===== config.mk =====
export PLATFORM = sky130hd
export DESIGN_NAME = verifla_rle_capture_ctrl
export DESIGN_NICKNAME = d
export VERILOG_FILES = /design/src/rtl/verifla_rle_capture_ctrl.sv
export SDC_FILE = /design/constraint.sdc
export NUM_CORES = 1
export LEC_CHECK = 0
export BUFFER_PORTS_ARGS = -buffer_cell sky130_fd_sc_hd__buf_4
export CAP_MARGIN = 30
export CORE_MARGIN = 5
export CORE_UTILIZATION = 50
export DETAILED_ROUTE_END_ITERATION = 6
export PLACE_DENSITY = 0.76
export SETUP_SLACK_MARGIN = 0.2
export SLEW_MARGIN = 10
export SYNTH_ARGS = -nofsm -noshare
export SYNTH_HDL_FRONTEND = slang
export SYNTH_SLANG_ARGS = --single-unit

===== constraint.sdc =====
create_clock -name clk_of_verifla -period 2.85 [get_ports clk_of_verifla]
set_input_delay 0.1425 -clock clk_of_verifla [delete_from_list [all_inputs] [get_ports clk_of_verifla]]
set_output_delay 0.1425 -clock clk_of_verifla [all_outputs]
set_load 0.02 [all_outputs]

===== src/rtl/verifla_rle_capture_ctrl.sv =====
// Run-length capture controller for the logic analyser core.
// Probe samples are folded into {count,data} lines. A circular pre-trigger
// window occupies the lowest addresses, the post-trigger region fills upward
// to DEPTH-2, and the top line holds a bookmark: the address of the last
// pre-trigger write, so the dump logic can unroll the circular window.
module verifla_rle_capture_ctrl #(
    parameter int DATA_W   = 16,
    parameter int CNT_W    = 8,
    parameter int ADDR_W   = 6,
    parameter int PRE_TRIG = 4
) (
    input  logic                    clk_of_verifla,
    input  logic                    rst,
    input  logic                    arm,
    input  logic [DATA_W-1:0]       data_in,
    input  logic [DATA_W-1:0]       trig_value,
    input  logic [DATA_W-1:0]       trig_mask,
    output logic                    mem_we,
    output logic [ADDR_W-1:0]       mem_addr,
    output logic [CNT_W+DATA_W-1:0] mem_wdata,
    output logic                    la_trigger_matched,
    output logic                    capture_done
);

    localparam int                LINE_W     = CNT_W + DATA_W;
    localparam logic [CNT_W-1:0]  CNT_MAX    = '1;
    localparam logic [ADDR_W-1:0] PRE_LAST   = ADDR_W'(PRE_TRIG - 1);
    localparam logic [ADDR_W-1:0] POST_FIRST = ADDR_W'(PRE_TRIG);
    localparam logic [ADDR_W-1:0] POST_LAST  = ADDR_W'((2 ** ADDR_W) - 2);
    localparam logic [ADDR_W-1:0] BMARK_ADDR = '1;

    typedef enum logic [2:0] {IDLE, PRE, POST, BMARK, DONE} state_t;

    state_t              state;
    state_t              state_nxt;
    logic [CNT_W-1:0]    run_cnt;
    logic [DATA_W-1:0]   run_data;
    logic [ADDR_W-1:0]   wr_ptr;
    logic [ADDR_W-1:0]   last_pre;

    logic                trig_hit;
    logic                run_extend;
    logic                wr_en;
    logic [ADDR_W-1:0]   wr_addr;
    logic [LINE_W-1:0]   wr_line;
    logic                load_run;
    logic                inc_run;
    logic                set_trig;
    logic                set_done;
    logic [ADDR_W-1:0]   ptr_nxt;
    logic [ADDR_W-1:0]   last_pre_nxt;

    // A sample extends the current run only while the data repeats and the
    // counter still has headroom; a saturated run forces a line out.
    assign trig_hit   = ((data_in ^ trig_value) & trig_mask) == '0;
    assign run_extend = (data_in == run_data) && (run_cnt != CNT_MAX);

    // State register.
    always_ff @(posedge clk_of_verifla) begin
        if (rst) begin
            state <= IDLE;
        end else begin
            state <= state_nxt;
        end
    end

    // Next-state logic; dropping arm aborts from any state.
    always_comb begin
        state_nxt = state;
        if (!arm) begin
            state_nxt = IDLE;
        end else begin
            case (state)
                IDLE:    state_nxt = PRE;
                PRE:     if (trig_hit) state_nxt = POST;
                POST:    if (!run_extend && (wr_ptr == POST_LAST)) state_nxt = BMARK;
                BMARK:   state_nxt = DONE;
                DONE:    state_nxt = DONE;
                default: state_nxt = IDLE;
            endcase
        end
    end

    // Per-cycle decisions: which line to write, how the run and pointers move.
    always_comb begin
        wr_en        = 1'b0;
        wr_addr      = wr_ptr;
        wr_line      = {run_cnt, run_data};
        load_run     = 1'b0;
        inc_run      = 1'b0;
        set_trig     = 1'b0;
        set_done     = 1'b0;
        ptr_nxt      = wr_ptr;
        last_pre_nxt = last_pre;
        if (arm) begin
            case (state)
                IDLE: begin
                    load_run     = 1'b1;
                    ptr_nxt      = '0;
                    last_pre_nxt = '0;
                end
                PRE: begin
                    // The triggering sample is never merged into the open run.
                    if (trig_hit || !run_extend) begin
                        wr_en        = 1'b1;
                        load_run     = 1'b1;
                        last_pre_nxt = wr_ptr;
                        if (trig_hit) begin
                            ptr_nxt  = POST_FIRST;
                            set_trig = 1'b1;
                        end else begin
                            ptr_nxt  = (wr_ptr == PRE_LAST) ? '0 : wr_ptr + ADDR_W'(1);
                        end
                    end else begin
                        inc_run = 1'b1;
                    end
                end
                POST: begin
                    if (run_extend) begin
                        inc_run = 1'b1;
                    end else begin
                        wr_en    = 1'b1;
                        load_run = 1'b1;
                        ptr_nxt  = wr_ptr + ADDR_W'(1);
                    end
                end
                BMARK: begin
                    wr_en    = 1'b1;
                    wr_addr  = BMARK_ADDR;
                    wr_line  = LINE_W'(last_pre);
                    set_done = 1'b1;
                end
                default: begin
                end
            endcase
        end
    end

    // Registered RAM port, flags, run register and pointers.
    always_ff @(posedge clk_of_verifla) begin
        if (rst) begin
            mem_we             <= 1'b0;
            mem_addr           <= '0;
            mem_wdata          <= '0;
            la_trigger_matched <= 1'b0;
            capture_done       <= 1'b0;
            run_cnt            <= '0;
            run_data           <= '0;
            wr_ptr             <= '0;
            last_pre           <= '0;
        end else begin
            mem_we <= wr_en;
            if (wr_en) begin
                mem_addr  <= wr_addr;
                mem_wdata <= wr_line;
            end
            if (!arm) begin
                la_trigger_matched <= 1'b0;
                capture_done       <= 1'b0;
            end else begin
                if (set_trig) la_trigger_matched <= 1'b1;
                if (set_done) capture_done       <= 1'b1;
            end
            if (load_run) begin
                run_cnt  <= CNT_W'(1);
                run_data <= data_in;
            end else if (inc_run) begin
                run_cnt  <= run_cnt + CNT_W'(1);
            end
            wr_ptr   <= ptr_nxt;
            last_pre <= last_pre_nxt;
        end
    end

endmodule


==> impl_metrics.py, run 1 <==
metrics = {
    "floorplanning": {
        "initial_utilization_pct": 50.6,
        "die_h_um": 92.5,
        "die_x_um": 92.5,
        "ios": 84,
        "core_um2": 6720,
        "dieArea_um2": 8550,
        "core.rowCount": 30,
    },
    "routing": {
        "first_pass_iters": 5,
        "top_layer": "met4",
        "drc_errors": 0,
        "vias": 3173,
        "drt_wl_total_mm": 9.01,
        "wl_met2_mm": 4.17,
        "viasPerCell": 5.68,
        "drtAntennaViolNets": 0,
        "wl_met1_mm": 4.00,
        "wl_met3_um": 738,
        "routedWlPerCell_um": 16.1,
        "drt_iter0_drc": 220,
    },
    "setup_path": {
        "cp.required_ns": 3.10,
        "crit_fanout": 35,
        "worst-setup-path-type": "reg2reg",
        "cp-end-kind": "register",
        "crit_arrival_ns": 2.72,
        "worstSetupStartpointType": "register",
    },
    "synth": {
        "synth_edf_count": 0,
        "synthArstFlopShare_pct": 0,
        "syn_nets": 451,
        "synth_ff_type": "dfxtp_1",
        "yosysWarnings": 0,
        "synth_seq_area_share_pct": 42.4,
        "synth_cells": 397,
        "syn_area_per_cell_um2": 8.57,
        "ys_types": 45,
        "syn_area_um2": 3400,
        "synth-seq-cells": 72,
    },
    "sta": {
        "min_period_ns": 2.48,
        "setup_slack_ns": 0.374,
        "finalSetupViolations": 0,
        "max_freq_mhz": 404,
        "worst_pin_slew_ns": 0.719,
        "tns_ns": 0,
        "rsz0062_at_grt": "false",
        "fin_worst_skew_ns": 0.00886,
        "whs_ns": 0.0618,
        "post-route-period-util_pct": 86.9,
        "hold_viol_final": 0,
        "drv_slew": 0,
        "relSlewSlack_pct": 51.6,
    },
    "clock_network": {
        "cts_root_buf": "clkbuf_8",
        "cts.htree.levels": 3,
        "clk_pin_slew_worst_paths_ns": 0.07,
        "cts_sinks": 72,
        "clk_path_buf_depth": 2,
        "numCtsBuffers": 9,
        "insertion_delay_ns": 0.35,
        "cts_tree": "built",
    },
    "final_layout": {
        "final_common_cell": "buf_4",
        "stdcell_count": 559,
        "multi_input_area_um2": 1840,
        "layout-drive-gt1-share_pct": 22.3,
        "n_antenna_cell": 0,
        "ff_latch_area_um2": 1440,
        "fin_area_um2": 4290,
        "syn_to_final_growth_pct": 26.1,
        "n_fill_cell": 603,
        "layout_common_cells": "buf_4 (85), dfxtp_1 (72), nor2_1 (53)",
        "utilization_pct": 63.8,
        "nets": 530,
    },
    "grt": {
        "grt_usage_pct": 21.5,
        "grt_pass1_vias": 3055,
        "antenna_found_initial": 0,
        "grt_pass1_wl_mm": 14.6,
        "grt_max_degree": 70,
        "grt_overflow": 0,
    },
    "power": {
        "p_per_area_nw_per_um2": 512,
        "power_mw": 2.20,
        "switching_power_mw": 0.529,
        "p_int_mw": 1.67,
        "clock_power_share_pct": 39.4,
        "ir_worst_vdd_uv": 264,
        "pwr-share-comb_pct": 12.5,
        "p_leak_nw": 1.64,
        "seq_power_share_pct": 48.2,
        "p_sw_share_pct": 24.1,
    },
    "placement": {
        "io_buffer_count": 83,
        "pre_cts_ws_ns": 0.432,
        "place_inst": 545,
        "globalplace.congestion": 0.922,
        "dp_hpwl_mm": 6.51,
        "place_area_um2": 4080,
    },
    "outcome": {
        "status": "finished clean",
    },
    "worst_hold_path": {
        "hp-class": "in2reg",
    },
    "job": {
        "maxCapViolations": 0,
    },
}
state kept, by name, summed over array words and instances, names as in the netlist:
signal and count:
mem_addr 6, last_pre 6, capture_done 1, run_cnt 8, la_trigger_matched 1, state 3
wr_ptr 6, mem_wdata 24, mem_we 1, run_data 16
synth_stat cells, types with 3 or more instances:
cell type	n	share of area [%]
a211oi_1	5	1.1
a21oi_1	30	4.4
a22oi_1	9	2.0
a311oi_1	11	2.8
buf_2	4	0.59
clkbuf_1	10	1.1
dfxtp_1	72	42
ha_1	3	1.1
inv_1	6	0.66
mux2i_1	18	5.3
nand2_1	46	5.1
nand2b_1	4	0.74
nand3_1	35	5.2
nand4_1	7	1.3
nor2_1	53	5.8
nor3_1	6	0.88
o21ai_0	4	0.59
xnor2_1	22	5.7
xor2_1	16	4.1
worst max-delay path: stages, from the launching register on:
cell and delay [ns]:
dfxtp_1 0.44, ha_1 0.28, nand3_1 0.09, nor2_1 0.20, nor3_4 0.10, a311oi_1 0.38
o21a_2 0.30, buf_12 0.21, nor2_1 0.06, a311oi_1 0.28
routing by layer:
metal,track usage (%),up-vias
met1,28.3,1459
met5,0,-
met3,5.36,10
met2,33.8,143
met4,8.66,0
li1,-,1561
power groups by stage:
stage	logic [mW]	clock network, mW	registers, mW
5_1_grt	0.296	0.922	1.06
3_5_place_dp	0.273	0	1.08
4_1_cts	0.274	0.875	1.06
2_1_floorplan	0.141	0	1.09
6_report	0.274	0.865	1.06
3_3_place_gp	0.267	0	1.08
worst paths after layout:
kind / start / to / slack (ns) / cells after the start
worst max register to register: run_cnt[0] / mem_wdata[2] / 0.37 / 9
worst min register to register: mem_wdata[17] / mem_wdata[17] / 0.45 / 2
worst max-delay path: run_cnt[0] / mem_wdata[2] / 0.37 / 9
worst min-delay path: data_in[15] / run_data[15] / 0.06 / 3
cell families after synthesis:
| logic type | share of synthesized area [%] |
|---|---|
| xor+xnor | 9.79 |
| simple gates | 21.9 |
| flops | 42.4 |
| buf+inv | 3.57 |
| compound gates | 16.0 |
| fa+ha+maj | 1.10 |
| mux | 5.30 |
timing repair:
item	4_1_cts	5_1_grt
hold buffers	0	0
setup buffers	0	0
endpoints found under the setup margin	0	6
resized for setup	0	1
final cells by class:
class	instances	share of cell area (%)
inverters	6	0.525
multi-input cells	300	42.9
repair buffers	87	15.8
well taps	80	2.33
flip-flops and latches	72	33.6
clock inverters	4	1.63
clock buffers	10	3.21
(Power assumes the default switching activity.)
==> inputs of run 2 (changes only) <==
--- a/config.mk
+++ b/config.mk
@@ -5,12 +5,12 @@
 export SDC_FILE = /design/constraint.sdc
 export NUM_CORES = 1
 export LEC_CHECK = 0
-export BUFFER_PORTS_ARGS = -buffer_cell sky130_fd_sc_hd__buf_4
 export CAP_MARGIN = 30
 export CORE_MARGIN = 5
-export CORE_UTILIZATION = 50
+export CORE_UTILIZATION = 35
 export DETAILED_ROUTE_END_ITERATION = 6
-export PLACE_DENSITY = 0.76
+export DONT_BUFFER_PORTS = 1
+export HOLD_SLACK_MARGIN = 0.15
 export SETUP_SLACK_MARGIN = 0.2
 export SLEW_MARGIN = 10
 export SYNTH_ARGS = -nofsm -noshare
==> impl_metrics.py, run 2 (synthesis results as in run 1) <==
metrics = {
    "outcome": {
        "status": "finished clean",
    },
    "clock_network": {
        "cts_sinks": 72,
        "numCtsBuffers": 9,
        "clk_path_buf_depth": 2,
        "cts_root_buf": "clkbuf_8",
        "cts.htree.levels": 3,
        "cts_setup_buffers": 0,
        "insertion_delay_ns": 0.35,
        "clk_pin_slew_worst_paths_ns": 0.08,
        "cts_tree": "built",
    },
    "routing": {
        "viasPerCell": 5.22,
        "vias": 2881,
        "drt_wl_total_mm": 9.06,
        "drc_errors": 0,
        "first_pass_iters": 4,
        "drtAntennaViolNets": 0,
        "drt_iter0_drc": 199,
        "routedWlPerCell_um": 16.4,
    },
    "setup_path": {
        "crit_fanout": 14,
        "worstSetupStartpointType": "register",
        "reg2reg_depth": 9,
        "r2r-start": "run_cnt[0]",
        "cp.required_ns": 3.09,
        "r2r_end": "run_data[14]",
        "crit_arrival_ns": 2.65,
        "worst-setup-path-type": "reg2reg",
        "rrSetupSlack_ns": 0.44,
        "cp-end-kind": "register",
    },
    "final_layout": {
        "regMostFlops": "mem_wdata",
        "n_fill_cell": 1023,
        "reg.largest.list": "mem_wdata (24), run_data (16), run_cnt (8)",
        "largest_reg_flops": 24,
        "layout-drive-gt1-share_pct": 6.92,
        "final_common_cell": "dfxtp_1",
        "n_antenna_cell": 0,
        "layout_common_cells": "dfxtp_1 (72), nor2_1 (53), nand2_1 (46)",
        "syn_to_final_growth_pct": 15.9,
        "nets": 469,
    },
    "grt": {
        "antenna_found_initial": 0,
        "grt_max_degree": 70,
        "grt_usage_pct": 16.1,
        "grt_overflow": 0,
        "grt_pass1_vias": 2883,
        "grt_pass1_wl_mm": 14.8,
    },
    "placement": {
        "globalplace.congestion": 0.887,
        "pre_cts_ws_ns": 0.276,
        "io_buffer_count": 0,
        "dp_hpwl_mm": 6.49,
    },
    "sta": {
        "finalSetupViolations": 0,
        "rsz0062_at_grt": "false",
        "post-route-period-util_pct": 84.5,
        "relSlewSlack_pct": 50.6,
        "min_period_ns": 2.41,
        "tns_ns": 0,
        "drv_slew": 0,
        "setup_slack_ns": 0.441,
        "max_freq_mhz": 415,
        "worst_pin_slew_ns": 0.733,
        "hold_viol_final": 0,
        "fin_worst_skew_ns": 0.0129,
    },
    "power": {
        "clock_power_share_pct": 40.6,
        "switching_power_mw": 0.529,
        "pwr-share-comb_pct": 9.3,
        "p_per_area_nw_per_um2": 543,
        "seq_power_share_pct": 50.1,
        "ir_worst_vdd_uv": 188,
        "p_sw_share_pct": 24.7,
        "p_leak_nw": 1.30,
        "p_int_mw": 1.61,
    },
    "floorplanning": {
        "core_um2": 9640,
        "dieArea_um2": 11800,
        "die_x_um": 109,
        "initial_utilization_pct": 35.3,
        "core.rowCount": 36,
        "ios": 84,
        "die_h_um": 109,
    },
    "worst_hold_path": {
        "hp-class": "in2reg",
        "hold-path-endpoint": "la_trigger_matched",
        "hold_start": "trig_mask[6]",
        "hold_depth": 5,
    },
    "job": {
        "maxCapViolations": 0,
    },
}
-- run 2: layout make-up --
type                       instances  area (um^2)  share of cell area [%]
tap                              133          166                    4.22
clock inverter                     6         85.1                    2.16
sequential                        72         1440                    36.6
timing repair buffer              26          264                    6.70
clock buffer                       9          124                    3.14
inverter                           6         22.5                   0.571
multi-input combinational        300         1840                    46.7
-- run 2: worst max-delay path by stage --
stage | start | endpoint | slack, ns | cells after the start
after detailed placement | run_cnt[0] | run_data[0] | 0.28 | 9
after CTS | run_cnt[0] | run_data[0] | 0.24 | 9
after global routing | run_cnt[0] | run_data[14] | 0.24 | 9
final | run_cnt[0] | run_data[14] | 0.44 | 9
after global placement | run_cnt[0] | run_data[8] | 0.39 | 9
after floorplan | run_cnt[0] | run_data[0] | 0.89 | 10
-- run 2: stage by stage --
stage	area [um^2]	power (mW)	instances	utilization (%)	hold slack, ns
final	3940	2.14	552	40.9	0.287
after global routing	3940	2.22	552	40.9	0.308
after CTS	3940	2.17	552	40.8	0.267
after detailed placement	3520	1.25	518	36.5	0.227
after global placement	3520	1.25	518	36.5	0.225
after floorplan	3400	1.23	397	-	0.290
-- run 2: per-layer routing --
| metal | wire length [um] | vias to the layer above | GRT usage, % |
|---|---|---|---|
| met2 | 3960 | 109 | 24.1 |
| li1 | - | 1442 | - |
| met3 | 746 | 16 | 5.61 |
| met4 | 148 | 0 | 4.87 |
| met5 | 0 | - | 0 |
| met1 | 4210 | 1314 | 22.0 |
-- run 2: what timing repair did --
item	in CTS	in global routing
endpoints found under the hold margin	67	0
hold buffers	19	0
gates resized for setup	0	2
endpoints found under the setup margin	0	16
-- run 2: power groups by stage --
| stage | logic [mW] | registers (mW) | clock network [mW] |
|---|---|---|---|
| floorplan | 0.141 | 1.09 | 0 |
| global placement | 0.155 | 1.09 | 0 |
| detailed placement | 0.158 | 1.10 | 0 |
| CTS | 0.199 | 1.07 | 0.896 |
| global route | 0.221 | 1.08 | 0.925 |
| finish | 0.199 | 1.07 | 0.869 |
-- run 2: worst max-delay path: stages (launching register included) --
cell and delay [ns]:
dfxtp_1 0.43, ha_1 0.28, nand3_1 0.10, nor2_1 0.20, nor3_4 0.10, o211ai_1 0.14
o2111a_2 0.47, buf_4 0.29, mux2i_1 0.23, nor2_1 0.07
==> inputs of run 3 (changes only) <==
--- a/config.mk
+++ b/config.mk
@@ -5,6 +5,7 @@
 export SDC_FILE = /design/constraint.sdc
 export NUM_CORES = 1
 export LEC_CHECK = 0
+export ABC_AREA = 1
 export CAP_MARGIN = 30
 export CORE_MARGIN = 5
 export CORE_UTILIZATION = 35
==> constraint.sdc (replaced) <==
create_clock -name clk_of_verifla -period 2 [get_ports clk_of_verifla]
set_input_delay 0.1 -clock clk_of_verifla [delete_from_list [all_inputs] [get_ports clk_of_verifla]]
set_output_delay 0.1 -clock clk_of_verifla [all_outputs]
set_load 0.02 [all_outputs]
==> impl_metrics.py, run 3 <==
metrics = {
    "setup_path": {
        "cp.required_ns": 2.26,
        "r2r_end": "mem_wdata[13]",
        "worst-setup-path-type": "reg2reg",
        "rrSetupSlack_ns": 0.21,
        "cp-end-kind": "register",
        "r2r-start": "run_data[0]",
        "crit_arrival_ns": 2.05,
        "worstSetupStartpointType": "register",
        "reg2reg_depth": 15,
        "crit_fanout": 4,
    },
    "routing": {
        "first_pass_iters": 5,
        "drtAntennaViolNets": 0,
        "vias": 3963,
        "drt_wl_total_mm": 11.4,
        "routedWlPerCell_um": 14.1,
        "viasPerCell": 4.89,
        "drc_errors": 0,
        "drt_iter0_drc": 234,
    },
    "final_layout": {
        "syn_to_final_growth_pct": 28.8,
        "n_antenna_cell": 0,
        "n_fill_cell": 1104,
        "reg.largest.list": "mem_wdata (24), run_data (16), run_cnt (8)",
        "largest_reg_flops": 24,
        "regMostFlops": "mem_wdata",
        "layout_common_cells": "nand2_1 (194), nor2_1 (74), inv_1 (68)",
        "nets": 719,
        "layout-drive-gt1-share_pct": 20.1,
        "final_common_cell": "nand2_1",
    },
    "power": {
        "pwr-share-comb_pct": 16.4,
        "p_per_area_nw_per_um2": 650,
        "switching_power_mw": 0.966,
        "power_mw": 3.26,
        "clock_power_share_pct": 35.9,
        "ir_worst_vdd_uv": 284,
        "p_leak_nw": 2.33,
        "p_int_mw": 2.30,
        "seq_power_share_pct": 47.7,
        "p_sw_share_pct": 29.6,
    },
    "worst_hold_path": {
        "hold_start": "trig_mask[4]",
        "hold-path-endpoint": "la_trigger_matched",
        "hp-class": "in2reg",
        "hold_depth": 5,
    },
    "sta": {
        "drv_slew": 0,
        "worst_pin_slew_ns": 0.399,
        "post-route-period-util_pct": 89.5,
        "rsz0062_at_grt": "true",
        "relSlewSlack_pct": 73.4,
        "max_freq_mhz": 559,
        "finalSetupViolations": 0,
        "tns_ns": 0,
        "fin_worst_skew_ns": 0.0102,
        "hold_viol_final": 0,
        "setup_slack_ns": 0.210,
        "min_period_ns": 1.79,
    },
    "synth": {
        "syn_area_per_cell_um2": 6.27,
        "yosysTopAreaCell": "dfxtp_1",
        "syn_area_um2": 3890,
        "ys_types": 32,
        "syn_nets": 675,
        "synthTopCellsByCount": "nand2_1 (206), nor2_1 (82), inv_1 (74)",
        "synth.most_common_cell": "nand2_1",
        "synth-seq-cells": 72,
        "synth_ff_type": "dfxtp_1",
        "synthArstFlopShare_pct": 0,
        "yosysWarnings": 0,
        "synth_top_area_share_pct": 37.0,
        "synth_edf_count": 0,
        "yosys-top-cells-area": "dfxtp_1 (37%), nand2_1 (20%), nand3_1 (8.5%)",
        "synth_seq_area_share_pct": 37.0,
        "synth_cells": 621,
    },
    "grt": {
        "grt_usage_pct": 16.6,
        "grt_pass1_vias": 3635,
        "grt_overflow": 0,
        "grt_max_degree": 33,
        "grt_util_met3_pct": 4.80,
        "antenna_found_initial": 0,
        "grt_use_met2_pct": 25.3,
        "grt_pass1_wl_mm": 17.6,
        "grt.busiest_layer": "met2",
        "use_met1_pct": 22.3,
    },
    "placement": {
        "pre_cts_ws_ns": 0.0752,
        "dp_hpwl_mm": 7.52,
        "globalplace.congestion": 0.872,
        "io_buffer_count": 0,
    },
    "clock_network": {
        "cts_root_buf": "clkbuf_8",
        "numCtsBuffers": 9,
        "cts_sinks": 72,
        "cts_tree": "built",
        "clk_pin_slew_worst_paths_ns": 0.09,
        "clk_path_buf_depth": 2,
        "cts.htree.levels": 3,
        "insertion_delay_ns": 0.35,
    },
    "job": {
        "maxCapViolations": 0,
    },
    "floorplanning": {
        "die_h_um": 115,
        "core_um2": 10900,
        "core.rowCount": 38,
        "initial_utilization_pct": 35.8,
        "dieArea_um2": 13300,
        "die_x_um": 115,
        "ios": 84,
    },
    "outcome": {
        "status": "finished clean",
    },
}
run 3: cell types whose count changed after synthesis, sizes merged, moves of 18 or more:
cell   before  now
inv         6   75
mux2i      18    0
nand2      46  209
nand3      36   70
nor2       53   88
xnor2      22    3
run 3: routing by layer:
layer  routed length [um]  vias up
met5                    0        -
met4                  212        0
met3                 1080       20
met2                 5190      147
met1                 4920     1764
li1                     -     2032
run 3: worst max-delay path, cell delays in order (launching register included):
cell     delay, ns
dfxtp_4       0.37
inv_2         0.05
nand2_2       0.06
nand2_2       0.04
nor2_1        0.08
nand2_1       0.10
nor2_4        0.15
nand3_2       0.11
nand2_4       0.12
nand3_4       0.11
nand2_8       0.13
buf_12        0.13
buf_12        0.10
nor2_4        0.03
nand2_1       0.06
nand2_1       0.04
run 3: power by group through the flow:
stage	combinational [mW]	clock (mW)	sequential (mW)
global route	0.597	1.25	1.56
detailed placement	0.343	0	1.58
floorplan	0.289	0	1.57
finish	0.536	1.17	1.55
global placement	0.336	0	1.58
CTS	0.438	1.19	1.55
run 3: final cells by class:
type / count / area, um^2 / area share [%]
Clock buffer: 10 / 128 / 2.54
Clock inverter: 6 / 68.8 / 1.37
Inverter: 75 / 285 / 5.69
Multi-Input combinational cell: 458 / 2350 / 46.8
Sequential cell: 72 / 1480 / 29.4
Tap cell: 140 / 175 / 3.49
Timing Repair Buffer: 48 / 527 / 10.5
Timing Repair inverter: 1 / 7.51 / 0.150
run 3: logic make-up (layout without fill, tap and decap cells):
logic type      after synthesis  count (layout)  synth area share [%]
flops                        72              72                  37.0
simple gates                383             389                  42.0
buf+inv                      97             140                  10.6
compound gates               58              58                  7.58
xor+xnor                      8               8                  1.80
fa+ha+maj                     3               3                 0.964
run 3: worst max path at each step:
stage            startpoint       endpoint  slack [ns]  cells past startpoint
6_report        run_data[0]  mem_wdata[13]        0.21                     15
5_1_grt        run_data[11]    mem_addr[3]        0.08                     13
4_1_cts        run_data[13]   mem_wdata[1]        0.20                     13
3_5_place_dp     run_cnt[1]   mem_wdata[5]        0.08                     11
3_3_place_gp     run_cnt[1]   mem_wdata[0]        0.18                     11
2_1_floorplan    run_cnt[0]    mem_addr[5]        0.34                     11
run 3: repair_timing:
action | 4_1_cts | 5_1_grt
setup buffers | 3 | 11
gates cloned | 5 | 3
setup endpoints to repair | 52 | 66
pin swaps | 11 | 27
hold buffers | 20 | 1
hold endpoints to repair | 70 | 8
resized for setup | 23 | 75
run 3: metrics by stage:
step	instances	instance area, um^2	hold WS, ns	util, %
6_report	810	5010	0.297	46.1
5_1_grt	810	5010	0.312	46.1
4_1_cts	795	4580	0.186	42.1
3_5_place_dp	751	4040	0.182	37.1
3_3_place_gp	751	4040	0.177	37.1
2_1_floorplan	621	3890	0.264	-
